### config.mk
export PLATFORM = sky130hd
export DESIGN_NAME = imem_boot_loader
export DESIGN_NICKNAME = d
export VERILOG_FILES = /design/src/rtl/mips_boot_pkg.sv /design/src/rtl/boot_word_assembler.sv /design/src/rtl/imem_boot_loader.sv
export SDC_FILE = /design/constraint.sdc
export NUM_CORES = 1
export LEC_CHECK = 0
export CORE_ASPECT_RATIO = 1.75
export CORE_MARGIN = 2
export CORE_UTILIZATION = 35
export CTS_BUF_LIST = sky130_fd_sc_hd__clkbuf_4 sky130_fd_sc_hd__clkbuf_8 sky130_fd_sc_hd__clkbuf_16
export CTS_CLUSTER_SIZE = 16
export DETAILED_ROUTE_END_ITERATION = 16
export PLACE_DENSITY = 0.56
export RECOVER_POWER = 50
export SYNTH_ARGS = -nofsm -noshare
export SYNTH_HDL_FRONTEND = slang
export SYNTH_SLANG_ARGS = --single-unit
### constraint.sdc
create_clock -name clk -period 2.01 [get_ports clk]
set_input_delay 0.402 -clock clk [delete_from_list [all_inputs] [get_ports clk]]
set_output_delay 0.402 -clock clk [all_outputs]
set_load 0.02 [all_outputs]
### src/rtl/mips_boot_pkg.sv
`default_nettype none
// mips_boot_pkg: loader state encoding and stream-format constants shared by
// imem_boot_loader and boot_word_assembler.
package mips_boot_pkg;

   typedef enum logic [2:0] {
      S_LEN_HI = 3'd0,
      S_LEN_LO = 3'd1,
      S_DATA   = 3'd2,
      S_CSUM   = 3'd3,
      S_DONE   = 3'd4,
      S_ERR    = 3'd5
   } boot_state_t;

   localparam int LEN_W          = 16;
   localparam int BYTES_PER_WORD = 4;
   localparam int BYTE_CNT_W     = $clog2(BYTES_PER_WORD);

endpackage
`default_nettype wire

### src/rtl/boot_word_assembler.sv
`default_nettype none
// boot_word_assembler: packs accepted stream bytes MSB-first into 32-bit words
// and emits a registered one-cycle pulse when a word is complete.
module boot_word_assembler (
   input  logic        clk,
   input  logic        reset,
   input  logic        byte_valid,
   input  logic [7:0]  byte_data,
   output logic        word_last,
   output logic        word_valid,
   output logic [31:0] word
);
   import mips_boot_pkg::*;

   logic [BYTE_CNT_W-1:0] byte_cnt;

   // Combinational so the FSM can act on the completing byte in its own cycle.
   assign word_last = byte_valid && (byte_cnt == BYTE_CNT_W'(BYTES_PER_WORD - 1));

   always_ff @(posedge clk) begin
      if (!reset) begin
         byte_cnt   <= '0;
         word       <= '0;
         word_valid <= 1'b0;
      end else begin
         word_valid <= word_last;
         if (byte_valid) begin
            byte_cnt <= byte_cnt + BYTE_CNT_W'(1);
            word     <= {word[23:0], byte_data};
         end
      end
   end

endmodule
`default_nettype wire

### src/rtl/imem_boot_loader.sv
`default_nettype none
// imem_boot_loader: length-prefixed byte stream -> instruction-memory word writes,
// holding the core in reset until loaded. Define BOOT_CSUM_EN for a trailing XOR checksum byte.
module imem_boot_loader #(
   parameter int ADDR_W = 8
) (
   input  logic              clk,
   input  logic              reset,
   input  logic              rx_valid,
   input  logic [7:0]        rx_data,
   output logic              rx_ready,
   output logic              mem_we,
   output logic [ADDR_W-1:0] mem_addr,
   output logic [31:0]       mem_wdata,
   output logic              cpu_reset,
   output logic              done,
   output logic              error
);
   import mips_boot_pkg::*;

   // One extra bit so a full-depth image counts up to DEPTH without wrapping.
   localparam int          CNT_W = ADDR_W + 1;
   localparam logic [31:0] DEPTH = 32'd1 << ADDR_W;

   boot_state_t      state;
   logic [7:0]       len_hi;
   logic [LEN_W-1:0] len;
   logic [CNT_W-1:0] addr_cnt;

   logic             accept;
   logic             data_accept;
   logic             word_last;
   logic [LEN_W-1:0] len_in;
   logic             len_zero;
   logic             len_too_big;
   logic             last_word;

   assign accept      = rx_valid && rx_ready;
   assign data_accept = accept && (state == S_DATA);
   assign len_in      = {len_hi, rx_data};
   assign len_zero    = (len_in == '0);
   assign len_too_big = 32'(len_in) > DEPTH;
   assign last_word   = (32'(addr_cnt) + 32'd1) == 32'(len);

   boot_word_assembler u_asm (
      .clk        (clk),
      .reset      (reset),
      .byte_valid (data_accept),
      .byte_data  (rx_data),
      .word_last  (word_last),
      .word_valid (mem_we),
      .word       (mem_wdata)
   );

`ifdef BOOT_CSUM_EN
   logic [7:0] csum;
   logic       csum_ok;

   assign csum_ok = (rx_data == csum);

   always_ff @(posedge clk) begin
      if (!reset) begin
         csum <= '0;
      end else if (accept) begin
         csum <= csum ^ rx_data;
      end
   end
`endif

   always_ff @(posedge clk) begin
      if (!reset) begin
         state     <= S_LEN_HI;
         len_hi    <= '0;
         len       <= '0;
         addr_cnt  <= '0;
         mem_addr  <= '0;
         rx_ready  <= 1'b1;
         cpu_reset <= 1'b1;
         done      <= 1'b0;
         error     <= 1'b0;
      end else begin
         case (state)
            S_LEN_HI: begin
               if (accept) begin
                  len_hi <= rx_data;
                  state  <= S_LEN_LO;
               end
            end
            S_LEN_LO: begin
               if (accept) begin
                  len <= len_in;
                  if (len_too_big) begin
                     state    <= S_ERR;
                     rx_ready <= 1'b0;
                     error    <= 1'b1;
                  end else if (len_zero) begin
`ifdef BOOT_CSUM_EN
                     state <= S_CSUM;
`else
                     state     <= S_DONE;
                     rx_ready  <= 1'b0;
                     done      <= 1'b1;
                     cpu_reset <= 1'b0;
`endif
                  end else begin
                     state <= S_DATA;
                  end
               end
            end
            S_DATA: begin
               if (word_last) begin
                  mem_addr <= addr_cnt[ADDR_W-1:0];
                  addr_cnt <= addr_cnt + CNT_W'(1);
                  if (last_word) begin
`ifdef BOOT_CSUM_EN
                     state <= S_CSUM;
`else
                     // done is raised from S_DONE so it trails the final write pulse.
                     state    <= S_DONE;
                     rx_ready <= 1'b0;
`endif
                  end
               end
            end
`ifdef BOOT_CSUM_EN
            S_CSUM: begin
               if (accept) begin
                  rx_ready <= 1'b0;
                  if (csum_ok) begin
                     state     <= S_DONE;
                     done      <= 1'b1;
                     cpu_reset <= 1'b0;
                  end else begin
                     state <= S_ERR;
                     error <= 1'b1;
                  end
               end
            end
`endif
            S_DONE: begin
               rx_ready  <= 1'b0;
               done      <= 1'b1;
               cpu_reset <= 1'b0;
            end
            S_ERR: begin
               rx_ready  <= 1'b0;
               error     <= 1'b1;
               cpu_reset <= 1'b1;
            end
            default: begin
               state    <= S_ERR;
               rx_ready <= 1'b0;
               error    <= 1'b1;
            end
         endcase
      end
   end

endmodule
`default_nettype wire

==> results.py <==
metrics = {
    "die": {
        "die_h_um": 138,
        "die_area_mm2": 0.0111,
        "initial_core_util_pct": 36.1,
        "core_area_mm2": 0.00991,
        "die_width_um": 80.4,
        "row_count": 48,
        "boundaryPins": 56,
    },
    "synthesis": {
        "synth_fa_ha_area_share_pct": 0.699,
        "synth_top_area_share_pct": 46.4,
        "synth_cells": 414,
        "synthArstFlopShare_pct": 0,
        "ys_seq_elements": 83,
        "synth_area_leaders": "dfxtp_1 (46%), nand2_1 (14%), a21boi_0 (11%)",
        "yosysMostFrequentCell": "nand2_1",
        "synth_edf_count": 0,
        "ys_warn_count": 0,
        "synth-xor-area-share_pct": 4.65,
        "synth-seq-area-share_pct": 46.4,
        "synth.avg_cell_area_um2": 8.64,
        "synth_simple_gate_area_share_pct": 25.2,
        "synth_area_leader_cell": "dfxtp_1",
        "synth_mux_area_share_pct": 1.96,
        "syn_area_mm2": 0.00358,
        "synth.distinct_cells": 47,
        "synth_compound_area_share_pct": 16.9,
        "synthTopCellsByCount": "nand2_1 (129), dfxtp_1 (83), a21boi_0 (53)",
        "ys.flop_type": "dfxtp_1",
        "synthesis.nets": 427,
        "synth_top_family_by_area": "simple AND/OR/NAND/NOR gates",
    },
    "drt": {
        "drt-vias-per-instance": 4.81,
        "routed_wl_um": 8670,
        "drc": 0,
        "vias": 2979,
        "drtIter0Drc": 105,
        "routedWlPerCell_um": 14.0,
        "ant_nets": 0,
        "firstDrtPassIters": 4,
    },
    "cts": {
        "cts.sinks": 83,
        "post_cts_buffers": 0,
        "cts_buffer_depth": 2,
        "h-tree-depth": 3,
        "clockRootBuffer": "clkbuf_16",
        "cts.reportedPaths.clkPinSlew_ps": 60,
        "cts_tree": "yes",
        "numCtsBuffers": 9,
        "clock_latency_ps": 340,
    },
    "sta": {
        "fin_tns_setup_ps": 0,
        "final_hold_viol_count": 0,
        "tightest_slew_ps": 622,
        "maxSlewHeadroom_pct": 58.5,
        "setup_viol": 0,
        "drv_slew": 0,
        "fin_crit_sh_pct": 93.2,
        "timing.final.crit_period_ps": 1870,
        "max_clock_freq_mhz": 534,
        "rsz0062_at_grt": "no",
        "finClkSkew_ps": 4.69,
    },
    "power": {
        "p_seq_share_pct": 40.0,
        "power_density_mw_per_mm2": 961,
        "p_leak_uw": 0.00174,
        "p_sw_uw": 1160,
        "ir_worst_vdd_mv": 0.623,
        "power.total_uw": 4590,
        "power_frac_comb_pct": 16.3,
        "clkPwrFrac_pct": 43.8,
        "swShare_pct": 25.3,
        "p_int_uw": 3430,
    },
    "layout": {
        "final_util_pct": 48.2,
        "fin_nets": 502,
        "drive_above_1_share_pct": 11.9,
        "finish.instance_area_mm2": 0.00477,
        "antenna_cells": 0,
        "final_cell_count_no_fill": 619,
        "syn2layout_area_growth_pct": 33.4,
    },
    "setup_path": {
        "crit_path_top_delay_cell": "clkdlybuf4s50_1",
        "required_ps": 2220,
        "end_kind": "register",
        "crit_arrival_ps": 2080,
        "crit_type": "in -> reg",
        "cp_max_fo": 3,
        "cp-start-kind": "input pin",
        "path_cells": "clkdlybuf4s50_1 -> nor4_2 -> buf_4 -> nand2_1 -> or4_1 -> o22a_1 -> nor2_2 -> o211ai_1",
        "cpPeakStageDelay_ps": 440,
    },
    "grt": {
        "antenna_found_initial": 0,
        "grt_first_pass_wirelength_um": 14400,
        "grt_pass1_vias": 3004,
        "grt.total_usage_pct": 17.2,
        "grt.overflow.total": 0,
        "grt_max_degree": 84,
    },
    "job": {
        "maxCapViolations": 0,
    },
    "status": {
        "status": "finished clean",
    },
    "place": {
        "hpwl_um": 6160,
        "gp_congestion": 0.848,
        "placed_cells": 603,
        "place_area_mm2": 0.00444,
        "numPortBuffers": 55,
    },
    "hold_path": {
        "hold_path_class": "reg -> reg",
    },
}
[registers in the layout, indices dropped and copies added (netlist names)]
register / cells
u_asm.word: 32
len_hi: 8
mem_addr: 8
u_asm.word_valid: 1
done: 1
addr_cnt: 9
rx_ready: 1
u_asm.byte_cnt: 2
state: 3
cpu_reset: 1
error: 1
len: 16
[cell usage in the layout (no fill, tap or decap), types with 7 or more instances in the layout]
master,n
dfxtp_1,83
clkbuf_16,9
mux2i_1,7
dlygate4sd3_1,9
buf_4,24
nor2b_1,9
xnor2_1,12
clkdlybuf4s50_1,42
and2_1,9
nand2_1,129
a21boi_0,57
xor2_1,7
nor3_1,7
[worst max-delay path: cells and delay by family]
kind	cells	cell delay (ps)
AOI/OAI and AO/OA	2	290
and+or+nand+nor	4	780
buffers and inverters	2	610
[cells by family (layout without fill, tap and decap cells)]
logic type | after synthesis | after routing
and+or+nand+nor | 191 | 191
AOI/OAI and AO/OA | 83 | 83
DFF | 83 | 83
buffers and inverters | 29 | 109
xor gates and xnor gates | 19 | 19
muxes | 7 | 7
adders and majority gates | 2 | 2
[stage by stage]
step,hold WS [ps],worst slack (ps)
floorplan,439,206
global placement,449,-385
detailed placement,455,-387
CTS,464,35.5
global route,486,29.6
finish,457,137
[layout make-up]
class                   instances  area (um2)
flip-flops and latches         83        1660
fillers                      1001        5130
well taps                     125         156
multi-input cells             302        1770
inverters                       5        18.8
clock inverters                 7         139
repair buffers                 88         807
clock buffers                   9         225
[what timing repair did]
action	in CTS	in global routing
gates resized for setup	1	5
setup endpoints to repair	1	3
pin swaps	0	3
hold buffers	0	0
[metal layers]
metal	track usage, %	routed length (um)
met1	18.3	3410
met3	4.13	321
met2	30.6	4700
met4	9.23	233
met5	0	0
[worst paths after layout]
path / startpoint / end / slack, ps / depth (start not counted)
worst max-delay path: rx_data[4] / cpu_reset / 140 / 8
worst min-delay path: mem_addr[2] / mem_addr[2] / 460 / 2
worst max register to register: addr_cnt[3] / state[2] / 160 / 6
worst min register to register: mem_addr[2] / mem_addr[2] / 460 / 2
[power by group through the flow]
stage	Clock [uW]	Sequential, uW	Combinational [uW]
after floorplan	0	1880	521
after global placement	0	1870	795
after detailed placement	0	1870	801
after CTS	2060	1840	805
after global routing	2130	1850	830
final	2010	1830	747
No activity file was read; power rests on OpenSTA's default activity.
